$ cat src/rtl/pipe_ctrl.sv
// Pipeline control for the five-stage MIPS32 core: stall arbitration, multi-cycle
// execute sequencing, flush/redirect generation and a saturating stall counter.
module pipe_ctrl #(
  parameter int unsigned LEN_W = 6,
  parameter int unsigned CNT_W = 16
) (
  input  logic             clk,
  input  logic             rst,
  input  logic             stallreq_id_i,
  input  logic             stallreq_ex_i,
  input  logic             ex_mc_start_i,
  input  logic [LEN_W-1:0] ex_mc_len_i,
  input  logic             flush_req_i,
  input  logic [31:0]      flush_pc_i,
  input  logic             perf_clr_i,
  output logic [5:0]       stall_o,
  output logic             flush_o,
  output logic [31:0]      new_pc_o,
  output logic             mc_busy_o,
  output logic             mc_cancel_o,
  output logic [CNT_W-1:0] stall_cnt_o
);

  typedef enum logic [1:0] {
    IDLE  = 2'd0,
    RUN   = 2'd1,
    FLUSH = 2'd2
  } state_t;

  localparam logic [5:0] HOLD_ALL = 6'b111111;
  localparam logic [5:0] HOLD_EX  = 6'b001111;
  localparam logic [5:0] HOLD_ID  = 6'b000111;

  state_t           state;
  logic [LEN_W-1:0] cnt;
  logic             mc_req;

  // A zero-length start is a no-op; any non-zero length stalls from its first cycle.
  assign mc_req    = (state == IDLE) && ex_mc_start_i && (ex_mc_len_i != '0);
  assign mc_busy_o = (state == RUN);

  always_comb begin
    stall_o = '0;
    if (!rst) begin
      stall_o = '0;
    end else if (flush_req_i) begin
      stall_o = HOLD_ALL;
    end else if (state == FLUSH) begin
      stall_o = '0;
    end else if ((state == RUN) || mc_req || stallreq_ex_i) begin
      stall_o = HOLD_EX;
    end else if (stallreq_id_i) begin
      stall_o = HOLD_ID;
    end
  end

  always_ff @(posedge clk or negedge rst) begin
    if (!rst) begin
      state       <= IDLE;
      cnt         <= '0;
      flush_o     <= 1'b0;
      mc_cancel_o <= 1'b0;
      new_pc_o    <= '0;
    end else if (flush_req_i) begin
      state       <= FLUSH;
      cnt         <= '0;
      flush_o     <= 1'b1;
      mc_cancel_o <= 1'b1;
      new_pc_o    <= flush_pc_i;
    end else begin
      flush_o     <= 1'b0;
      mc_cancel_o <= 1'b0;
      unique case (state)
        IDLE: begin
          // The start cycle is itself the first stall cycle, so RUN covers L-1 more.
          if (mc_req && (ex_mc_len_i > LEN_W'(1))) begin
            state <= RUN;
            cnt   <= ex_mc_len_i - LEN_W'(1);
          end
        end
        RUN: begin
          cnt <= cnt - LEN_W'(1);
          if (cnt == LEN_W'(1)) begin
            state <= IDLE;
          end
        end
        FLUSH: begin
          state <= IDLE;
        end
        default: begin
          state <= IDLE;
          cnt   <= '0;
        end
      endcase
    end
  end

  always_ff @(posedge clk or negedge rst) begin
    if (!rst) begin
      stall_cnt_o <= '0;
    end else if (perf_clr_i) begin
      stall_cnt_o <= '0;
    end else if ((stall_o != '0) && (stall_cnt_o != '1)) begin
      stall_cnt_o <= stall_cnt_o + CNT_W'(1);
    end
  end

endmodule

$ cat config.mk
export PLATFORM = sky130hd
export DESIGN_NAME = pipe_ctrl
export DESIGN_NICKNAME = d
export VERILOG_FILES = /design/src/rtl/pipe_ctrl.sv
export SDC_FILE = /design/constraint.sdc
export NUM_CORES = 1
export LEC_CHECK = 0
export CAP_MARGIN = 20
export CORE_UTILIZATION = 45
export DETAILED_ROUTE_END_ITERATION = 8
export GPL_ROUTABILITY_DRIVEN = 1
export GPL_TIMING_DRIVEN = 0
export MAX_ROUTING_LAYER = met4
export PLACE_DENSITY = 0.87
export SLEW_MARGIN = 10
export SYNTH_ARGS = -nofsm -noshare
export SYNTH_HDL_FRONTEND = slang
export SYNTH_SLANG_ARGS = --single-unit
$ cat constraint.sdc
create_clock -name clk -period 3.2 [get_ports clk]
set_clock_uncertainty 0.2 [all_clocks]
set_input_delay 0.64 -clock clk [delete_from_list [all_inputs] [get_ports clk]]
set_output_delay 0.64 -clock clk [all_outputs]
set_load 0.01 [all_outputs]
---- Yosys cells after proc, flatten, opt, wreduce, memory -nomap -nowiden ----
Cells that the tools add are included.
storage, ports and cells
  logic and storage cells ................. 43
  input port bits ......................... 45
  bits in registers ....................... 57
  output and inout bits ................... 57
cells by class
  eq/ne operators ......................... 7
  reductions and logical operators ........ 12
  multiplexer cells ....................... 15
  order comparisons ....................... 1
  $add $sub $neg .......................... 3
operators with widths
  cell                                                                      count
  16-bit 2-to-1 mux                                                         2
  6-bit 2-to-1 mux                                                          4
  6-bit case mux with 3 select lines                                        1
  16-bit by 1-bit adder with 16-bit output (second input constant)          1
  16-bit inequality test (second input constant)                            1
  6-bit nonzero test                                                        2
  6-bit by 1-bit subtractor with 6-bit output (second input constant)       2
  4-bit 2-to-1 mux                                                          2
  6-bit by 1-bit equality test with 1-bit output (second input constant)    1
  6-bit by 1-bit > comparator with 1-bit output (second input constant)     1
  2-bit 2-to-1 mux                                                          3
  3-bit by 2-bit inequality test with 1-bit output (second input constant)  2
  1-bit logical AND                                                         4
  2-bit case mux with 2 select lines                                        1
  2-bit AND reduction                                                       2
  3-bit 2-to-1 mux                                                          1
  2-bit by 1-bit equality test with 1-bit output (second input constant)    1
  2-bit equality test (second input constant)                               1
  2-bit zero test                                                           1
  1-bit logical OR                                                          2
  2-bit inequality test (second input constant)                             1
  2-bit nonzero test                                                        1
  1-bit 2-to-1 mux                                                          1

---- Longest topological paths before layout ----
Gate-level depths: netlist of the first run.
  depth after elaboration ................. 13
  mapped depth ............................ 8
  depth with buffers taken out ............ 7

---- Least setup slack after synthesis of the first run ----
No wires, ideal clock.
  kind .................................... input port to output port
  from .................................... in flush_req_i
  to ...................................... out stall_o[5]
  buffers on the path ..................... 3
  cell stages on the path ................. 4
  slack ................................... 721 ps
  arrival time ............................ 1,639 ps
  data required time ...................... 2,360 ps
  cells stage by stage .................... buf_1 > clkbuf_1 > and2_1 > buf_4
between the ends
  cells in the longest elaborated chain, start to end .. 2
RTL lines
  element           line  source
  from (decl)       13    input logic flush_req_i,
  6-bit 2-to-1 mux  46    end else if (flush_req_i) begin
  6-bit 2-to-1 mux  44    if (!rst) begin
  to (decl)         16    output logic [5:0] stall_o,
Every way passes these cells.

---- Final worst setup path of the first run ----
  from .................................... in ex_mc_len_i[5]
  to ...................................... out stall_o[1]
between the ends
  cells in the longest elaborated chain, start to end .. 8
RTL lines
  element                         line  source
  from (decl)                     12    input logic [LEN_W-1:0] ex_mc_len_i,
  6-bit nonzero test              39    assign mc_req = (state == IDLE) && ex_mc_start_i && (ex_mc_len_i != '0);
  1-bit logical AND               39
  1-bit logical OR (2 in series)  50    end else if ((state == RUN) || mc_req || stallreq_ex_i) begin
  4-bit 2-to-1 mux                50
  4-bit 2-to-1 mux                48    end else if (state == FLUSH) begin
  6-bit 2-to-1 mux                46
  6-bit 2-to-1 mux                44
Every way passes these cells.

==> impl_metrics.tcl, run 1 <==
set metrics [dict create \
    wl_met2_um 3830 \
    start_util_pct 48.0 \
    grt_usage_pct 23.3 \
    final_common_cell "clkdlybuf4s50_1" \
    period_share_pct 98.1 \
    tightestPinTransition_ns 0.791 \
    drive_gt1_share_pct 22.2 \
    drc 0 \
    wirelength_um 7380 \
    power.density_nw_per_um2 454 \
    synth.area.top_cells "dfrtp_1, mux2_2, ha_1" \
    synth.net_count 311 \
    tritoncts "done" \
    synth_area_um2 2910 \
    power_mw 1.95 \
    final_hold_viol_count 0 \
    arrival_ns 2.30 \
    cts_max_path_buffers 2 \
    vias 2515 \
    grt_max_degree 64 \
    antenna_found_initial 0 \
    cp.required_ns 2.36 \
    syn_inst 260 \
    core_area_um2 6060 \
    syn_area_per_cell_um2 11.2 \
    fill_cells 426 \
    place_ws_ns -0.649 \
    cp_slowest_stage_delay_ns 0.49 \
    setup_tns_ns 0 \
    post-route-min-period_ns 3.14 \
    cp_slowest_cell "clkdlybuf4s50_1" \
    path_cells "clkdlybuf4s50_1 -> nor4_4 -> a311oi_2 -> o21ai_2 -> inv_2 -> buf_4 -> buf_4 -> dlygate4sd2_1" \
    netlist.area_leader.share_pct 49.1 \
    cp-end-kind "primary output" \
    worstSetupStartpointType "input port" \
    seq_area_frac_synth_pct 49.1 \
    areaGrowthSynthToFinish_pct 47.9 \
    die_area_um2 6780 \
    slew_viol_final 0 \
    hold_class "input port to async pin" \
    ant_nets 0 \
    n_antenna_cell 0 \
    die_x_um 82.4 \
    setup_slack_ns 0.0602 \
    grt_first_pass_wirelength_um 11400 \
    io_pins 102 \
    clk_pin_slew_worst_paths_ns 0.07 \
    synth_cell_types 53 \
    synth_warnings 0 \
    wl_met3_um 399 \
    p_leak_nw 1.76 \
    synth-seq-cells 57 \
    hold_buffers 0 \
    mostFrequentLayoutCells "clkdlybuf4s50_1, dfrtp_1, mux2_2" \
    wl_met1_um 3070 \
    cts.sinks 57 \
    status "finished clean" \
    worstSetupPathType "input port to primary output" \
    cts_buffers 9 \
    gp_congestion 0.866 \
    core.rowCount 28 \
    critPathMaxFanout 3 \
    stdcell_area_um2 4300 \
    dr.first_iter.drc_count 128 \
    ir_worst_vdd_mv 0.450 \
    max-cap-violations 0 \
    routedWlPerCell_um 16.2 \
    nets 425 \
    setup_violations 0 \
    cts_root_buffer "clkbuf_8" \
    max_freq_mhz 318 \
    dr.max_layer_used "met4" \
    dpl_cell_area_um2 4000 \
    grt_pass1_vias 2512 \
    crit_top_cell "buf_4" \
    synth_top_cell_by_area "dfrtp_1" \
    drt-pass1-iter-count 4 \
    die_h_um 82.4 \
    vias_per_cell 5.54 \
    dp_cells 435 \
    finalNonFillerCells 454 \
    clkLatencyLatePin_ns 0.33 \
    slew-limit-headroom_pct 47.3 \
    post-dp-hpwl_um 5220 \
    overflow 0 \
    port_buffers 100 \
    h-tree-depth 3 \
]
[cell families after synthesis]
logic type	Yosys count	synth area share, %
mux	34	13.3
buf+inv	25	4.91
xor+xnor	7	2.11
flops	57	49.1
compound gates	55	13.0
simple gates	76	15.1
fa+ha+maj	6	2.58
[metrics by stage]
step	utilization (%)	hold WS [ns]
6_report	70.9	0.182
4_1_cts	70.4	0.214
3_5_place_dp	66.0	0.295
3_3_place_gp	66.0	0.288
5_1_grt	70.9	0.233
2_1_floorplan	-	0.144
[per-layer routing]
metal | vias up | GRT usage (%)
met5 | - | -
met4 | 0 | 7.72
met3 | 10 | 6.92
met2 | 90 | 37.6
met1 | 1233 | 27.9
li1 | 1182 | -
[synthesized netlist by cell type (all sizes together)]
cell type   n
nor4b       1
o21a        1
inv         9
nor4        3
nand2b      1
o2111ai     1
o211ai      1
buf        11
o21ai      13
xnor2       4
nand2      15
a21oi      17
a41oi       1
mux2       33
or4        12
or3b        1
o31ai      11
a21o        1
clkbuf      5
or3         3
nand4       5
a21boi      1
a31oi       2
nor3b       2
and3        2
a311oi      1
or2         1
ha          6
mux2i       1
o311ai      1
a211oi      1
and2        1
o31a        1
or4b        1
dfrtp      57
nand3       6
a22o        1
xor2        3
nor3        5
nor2       15
nor2b       2
o22ai       1
[state kept, by name, summed over array words and instances (netlist names)]
| signal | count |
|---|---|
| cnt | 6 |
| new_pc_o | 32 |
| state | 2 |
| stall_cnt_o | 16 |
| mc_cancel_o | 1 |
[layout make-up]
cell class	instances	area [µm²]	share of cell area [%]
Buffer	16	120	2.79
Clock buffer	12	165	3.84
Clock inverter	4	73.8	1.72
Inverter	9	33.8	0.786
Multi-Input combinational cell	178	1360	31.7
Sequential cell	57	1430	33.2
Tap cell	75	93.8	2.18
Timing Repair Buffer	103	1020	23.8
[critical path, delay by kind of cell]
family / cells / cell delay, ns
compound gates: 2 / 0.39
simple gates: 1 / 0.19
buf+inv: 5 / 1.07
[final timing paths]
| check | start | slack (ns) | depth (start not counted) | end |
|---|---|---|---|---|
| worst max-delay path | ex_mc_len_i[5] | 0.06 | 8 | stall_o[1] |
| max in group asynchronous | rst | 2.08 | 1 | cnt[2]$_DFFE_PN0P_ |
| worst min register to register | new_pc_o[25]$_DFFE_PN0P_ | 0.30 | 1 | new_pc_o[25]$_DFFE_PN0P_ |
| worst min-delay path | rst | 0.18 | 1 | stall_cnt_o[1]$_DFFE_PN0P_ |
| worst max register to register | stall_cnt_o[1]$_DFFE_PN0P_ | 0.63 | 7 | stall_cnt_o[8]$_DFFE_PN0P_ |
| min in group clk | new_pc_o[25]$_DFFE_PN0P_ | 0.30 | 1 | new_pc_o[25]$_DFFE_PN0P_ |
[power breakdown]
part | switching, mW | total (mW) | internal (mW)
Clock | 0.288 | 0.790 | 0.502
Combinational | 0.152 | 0.360 | 0.207
Sequential | 0.0321 | 0.803 | 0.771
Total | 0.472 | 1.95 | 1.48
[repair_timing]
item                                    CTS  global route
setup buffers                             2             1
gates resized for setup                  18             7
pin swaps                                 2             4
endpoints found under the setup margin    6             3
Power figures use the tool's default switching activity.
==> run 2: changes to the inputs <==
--- a/config.mk
+++ b/config.mk
@@ -11,7 +11,8 @@
 export GPL_ROUTABILITY_DRIVEN = 1
 export GPL_TIMING_DRIVEN = 0
 export MAX_ROUTING_LAYER = met4
-export PLACE_DENSITY = 0.87
+export PLACE_DENSITY = 0.86
+export REMOVE_ABC_BUFFERS = 1
 export SLEW_MARGIN = 10
 export SYNTH_ARGS = -nofsm -noshare
 export SYNTH_HDL_FRONTEND = slang
==> impl_metrics.tcl, run 2 (synthesis gave the netlist of run 1 again) <==
set metrics [dict create \
    worstSetupStartpointType "input port" \
    slew_viol_final 0 \
    worstSetupPathType "input port to primary output" \
    path_cells "clkdlybuf4s50_1 -> or2_2 -> a21o_1 -> o21ai_1 -> inv_1 -> clkbuf_2" \
    grt_usage_pct 22.8 \
    tightestPinTransition_ns 0.847 \
    cts_max_path_buffers 2 \
    cp_slowest_stage_delay_ns 0.51 \
    largest_register "new_pc_o" \
    stdcell_area_um2 4140 \
    cp_num_buf_inv 3 \
    grt_first_pass_wirelength_um 11100 \
    grt_max_degree 64 \
    cp-end-kind "primary output" \
    grt_pass1_vias 2356 \
    clkLatencyLatePin_ns 0.33 \
    post-dp-hpwl_um 4940 \
    nets 410 \
    clk_pin_slew_worst_paths_ns 0.07 \
    power_frac_seq_pct 41.5 \
    wirelength_um 7050 \
    vias 2446 \
    power.density_nw_per_um2 468 \
    post-route-min-period_ns 3.01 \
    ant_nets 0 \
    drt-pass1-iter-count 4 \
    gp_congestion 0.800 \
    core_area_um2 6060 \
    dr.first_iter.drc_count 139 \
    internal-power_mw 1.47 \
    areaGrowthSynthToFinish_pct 42.5 \
    core.rowCount 28 \
    vias_per_cell 5.57 \
    drive_gt1_share_pct 20.6 \
    dpl_cell_area_um2 3890 \
    port_buffers 101 \
    overflow 0 \
    ir_worst_vdd_mv 0.373 \
    setup_violations 0 \
    cts_root_buffer "clkbuf_8" \
    cp_slowest_cell "clkdlybuf4s50_1" \
    die_x_um 82.4 \
    max_freq_mhz 332 \
    power_mw 1.94 \
    die_area_um2 6780 \
    power.share.clock_pct 41.2 \
    cp.required_ns 2.36 \
    routedWlPerCell_um 16.1 \
    h-tree-depth 3 \
    period_share_pct 94.1 \
    rsz0062_at_grt "false" \
    slew-limit-headroom_pct 43.6 \
    critPathMaxFanout 5 \
    p_comb_share_pct 17.3 \
    drc 0 \
    io_pins 102 \
    mostFrequentLayoutCells "clkdlybuf4s50_1, dfrtp_1, mux2_2" \
    place_ws_ns -0.466 \
    arrival_ns 2.17 \
    power_switching_mw 0.474 \
    status "finished clean" \
    fill_cells 508 \
    p_sw_share_pct 24.4 \
    cts_buffers 9 \
    die_h_um 82.4 \
    largest_reg_flops 32 \
    setup_slack_ns 0.190 \
    final_hold_viol_count 0 \
    start_util_pct 48.0 \
    crit_family "buffers and inverters" \
    max-cap-violations 0 \
    n_antenna_cell 0 \
    hold_class "input port to async pin" \
    reg.largest.list "new_pc_o x32, stall_cnt_o x16, cnt x6" \
    final_common_cell "clkdlybuf4s50_1" \
    antenna_found_initial 0 \
    tritoncts "done" \
    cts.sinks 57 \
    p_leak_nw 1.66 \
]
run 2: cell types whose count changed in the layout (fill, tap and decap cells not counted), moves of 2 or more:
cell / change
buf_2: +2
buf_4: -6
buf_6: -3
clkbuf_1: -4
clkbuf_2: +3
clkdlybuf4s50_1: +2
dlygate4sd2_1: -3
dlymetal6s2s_1: -3
run 2: stage by stage:
| step | cells | hold slack [ns] | util (%) | setup TNS (ns) |
|---|---|---|---|---|
| global placement | 420 | 0.289 | 64.4 | -80.71 |
| floorplan | 244 | 0.144 | - | 0 |
| CTS | 439 | 0.216 | 68.6 | 0 |
| detailed placement | 420 | 0.295 | 64.3 | -2.59 |
| finish | 439 | 0.188 | 68.3 | 0 |
| global route | 439 | 0.253 | 68.3 | 0 |
run 2: path summary, 6_finish.rpt:
check / startpoint / to / slack [ns] / depth (start not counted)
worst max register to register: stall_cnt_o[1]$_DFFE_PN0P_ / stall_cnt_o[8]$_DFFE_PN0P_ / 0.36 / 6
worst max-delay path: stallreq_ex_i / stall_o[0] / 0.19 / 6
min in group clk: new_pc_o[28]$_DFFE_PN0P_ / new_pc_o[28]$_DFFE_PN0P_ / 0.31 / 1
worst min register to register: new_pc_o[28]$_DFFE_PN0P_ / new_pc_o[28]$_DFFE_PN0P_ / 0.31 / 1
worst min-delay path: rst / new_pc_o[18]$_DFFE_PN0P_ / 0.19 / 1
max in group asynchronous: rst / new_pc_o[27]$_DFFE_PN0P_ / 2.11 / 1
run 2: metal layers:
| metal | up-vias | track usage [%] | routed length [µm] |
|---|---|---|---|
| met5 | - | - | 0 |
| met4 | 0 | 8.07 | 85 |
| met3 | 8 | 7.03 | 477 |
| met2 | 77 | 36.8 | 3660 |
| met1 | 1204 | 26.8 | 2830 |
| li1 | 1157 | - | - |
run 2: final cells by class:
type                            count  area, µm²  share of cell area, %
Multi-Input combinational cell    178       1350                   32.5
Inverter                            9       33.8                  0.816
Clock buffer                       12        165                   3.99
Sequential cell                    57       1430                   34.4
Timing Repair Buffer              104       1000                   24.2
Tap cell                           75       93.8                   2.27
Clock inverter                      4       73.8                   1.78
run 2: timing repair:
item	CTS	global route
resized for setup	14	9
pin swaps	2	1
setup endpoints to repair	4	4
setup buffers	4	0
hold buffers	0	0
run 2: worst register-to-register path, delay by kind of cell, from the launching register on:
family | cells | cell delay [ns]
adder cells (fa/ha/maj) | 1 | 0.25
buffers and inverters | 1 | 0.10
multiplexers | 1 | 0.32
flip-flops | 1 | 0.46
AND/OR/NAND/NOR | 2 | 0.69
AO/OA/AOI/OAI | 1 | 0.71
run 2: power groups by stage:
| stage | clock (mW) | combinational [mW] | sequential [mW] |
|---|---|---|---|
| 6_report | 0.799 | 0.336 | 0.804 |
| 4_1_cts | 0.814 | 0.341 | 0.805 |
| 5_1_grt | 0.848 | 0.365 | 0.812 |
| 3_3_place_gp | 0 | 0.332 | 0.813 |
| 2_1_floorplan | 0 | 0.110 | 0.835 |
| 3_5_place_dp | 0 | 0.339 | 0.818 |
==> run 3: changes to the inputs <==
--- a/config.mk
+++ b/config.mk
@@ -6,8 +6,9 @@
 export NUM_CORES = 1
 export LEC_CHECK = 0
 export CAP_MARGIN = 20
-export CORE_UTILIZATION = 45
+export CORE_UTILIZATION = 64
 export DETAILED_ROUTE_END_ITERATION = 8
+export DONT_BUFFER_PORTS = 1
 export GPL_ROUTABILITY_DRIVEN = 1
 export GPL_TIMING_DRIVEN = 0
 export MAX_ROUTING_LAYER = met4
==> constraint.sdc (replaced) <==
create_clock -name clk -period 3.65 [get_ports clk]
set_clock_uncertainty 0.2 [all_clocks]
set_input_delay 0.73 -clock clk [delete_from_list [all_inputs] [get_ports clk]]
set_output_delay 0.73 -clock clk [all_outputs]
set_load 0.01 [all_outputs]
==> impl_metrics.tcl, run 3 (synthesis gave the netlist of run 1 again) <==
set metrics [dict create \
    h-tree-depth 3 \
    drc 0 \
    cp.required_ns 3.65 \
    antenna_found_initial 0 \
    clk_pin_slew_worst_paths_ns 0.07 \
    cts_buffers 9 \
    cts_root_buffer "clkbuf_8" \
    period_share_pct 78.7 \
    areaGrowthSynthToFinish_pct 6.20 \
    die_x_um 69.4 \
    dr.first_iter.drc_count 121 \
    vias 2019 \
    cp-startpoint "stall_cnt_o[0]$_DFFE_PN0P_" \
    setup_tns_ns 0 \
    r2r_slack_ns 0.78 \
    cts_resized 0 \
    tritoncts "done" \
    p_leak_nw 1.23 \
    reg.largest.list "new_pc_o x32, stall_cnt_o x16, cnt x6" \
    drt-pass1-iter-count 4 \
    r2r-start "stall_cnt_o[0]$_DFFE_PN0P_" \
    arrival_ns 2.87 \
    worstSetupPathType "register to register" \
    ant_nets 0 \
    final_hold_viol_count 0 \
    mostFrequentLayoutCells "dfrtp_1, mux2_2, nor2_1, nand2_1, a21oi_1" \
    final_common_cell "dfrtp_1" \
    drive_gt1_share_pct 24.1 \
    critical_path.endpoint "stall_cnt_o[8]$_DFFE_PN0P_" \
    utilization_pct 70.9 \
    grt_usage_pct 25.2 \
    slew_viol_final 0 \
    status "finished clean" \
    reg2reg_to "stall_cnt_o[8]$_DFFE_PN0P_" \
    largest_register "new_pc_o" \
    routedWlPerCell_um 17.7 \
    largest_reg_flops 32 \
    setup_violations 0 \
    place_ws_ns 0.762 \
    grt_max_degree 58 \
    overflow 0 \
    tightestPinTransition_ns 0.794 \
    die_area_um2 4810 \
    n_antenna_cell 0 \
    grt_pass1_vias 1997 \
    power.density_nw_per_um2 462 \
    core_area_um2 4350 \
    clkLatencyLatePin_ns 0.32 \
    port_buffers 0 \
    slew-limit-headroom_pct 47.0 \
    io_pins 102 \
    cts.sinks 57 \
    cts_max_path_buffers 2 \
    rsz0062_at_grt "false" \
    hold_class "input port to async pin" \
    start_util_pct 66.8 \
    r2r_cells 6 \
    post-dp-hpwl_um 3720 \
    worstSetupStartpointType "register" \
    max_freq_mhz 348 \
    cp-end-kind "register" \
    grt_first_pass_wirelength_um 9210 \
    vias_per_cell 6.45 \
    critPathMaxFanout 23 \
    ir_worst_vdd_mv 0.338 \
    core.rowCount 24 \
    max-cap-violations 0 \
    nets 307 \
    post-route-min-period_ns 2.87 \
    die_h_um 69.4 \
    wirelength_um 5550 \
    gp_congestion 0.819 \
    setup_slack_ns 0.777 \
]
-- run 3: stage by stage --
step | total power, mW | hold WS, ns | cell area [µm²] | std cells
after floorplan | 0.828 | 0.234 | 2800 | 244
after global placement | 0.848 | 0.236 | 2860 | 296
after detailed placement | 0.854 | 0.236 | 2860 | 296
after CTS | 1.44 | 0.0635 | 3090 | 313
after global routing | 1.49 | 0.0726 | 3090 | 313
final | 1.43 | 0.0598 | 3090 | 313
-- run 3: worst max-delay path: stages, from the launching register on --
cell	delay [ns]
dfrtp_1	0.50
ha_1	0.24
inv_1	0.10
or4_4	0.57
o31ai_4	0.70
nor4_2	0.11
mux2_4	0.32
-- run 3: what timing repair did --
action	4_1_cts	5_1_grt
hold buffers	1	0
endpoints found under the hold margin	57	0
setup buffers	0	0
-- run 3: area by class of cell --
class / instances / area, µm²
well taps: 52 / 65.1
inverters: 9 / 33.8
flip-flops and latches: 57 / 1430
multi-input cells: 178 / 1340
repair buffers: 1 / 27.5
clock inverters: 5 / 55.1
fillers: 302 / 1270
clock buffers: 11 / 141
-- run 3: worst min path at each step --
stage	start	to	slack, ns	depth (start not counted)
2_1_floorplan	rst	cnt[0]$_DFFE_PN0P_	0.23	0
3_3_place_gp	rst	stall_cnt_o[11]$_DFFE_PN0P_	0.24	0
3_5_place_dp	rst	stall_cnt_o[13]$_DFFE_PN0P_	0.24	0
4_1_cts	rst	state[0]$_DFFE_PN0P_	0.06	1
5_1_grt	rst	stall_cnt_o[12]$_DFFE_PN0P_	0.07	1
6_report	rst	stall_cnt_o[12]$_DFFE_PN0P_	0.06	1
-- run 3: power by group --
group / total, mW / switching (mW) / leakage [nW] / internal [mW]
clock network: 0.570 / 0.238 / 0.0953 / 0.331
registers: 0.732 / 0.0558 / 0.714 / 0.676
logic: 0.126 / 0.0625 / 0.417 / 0.0634
-- run 3: layer usage --
metal / up-vias / wire length, µm / track usage, %
met4: 0 / 48 / 9.07
li1: 953 / - / -
met2: 72 / 2670 / 38.2
met5: - / 0 / -
met1: 990 / 2450 / 32.4
met3: 4 / 380 / 7.70
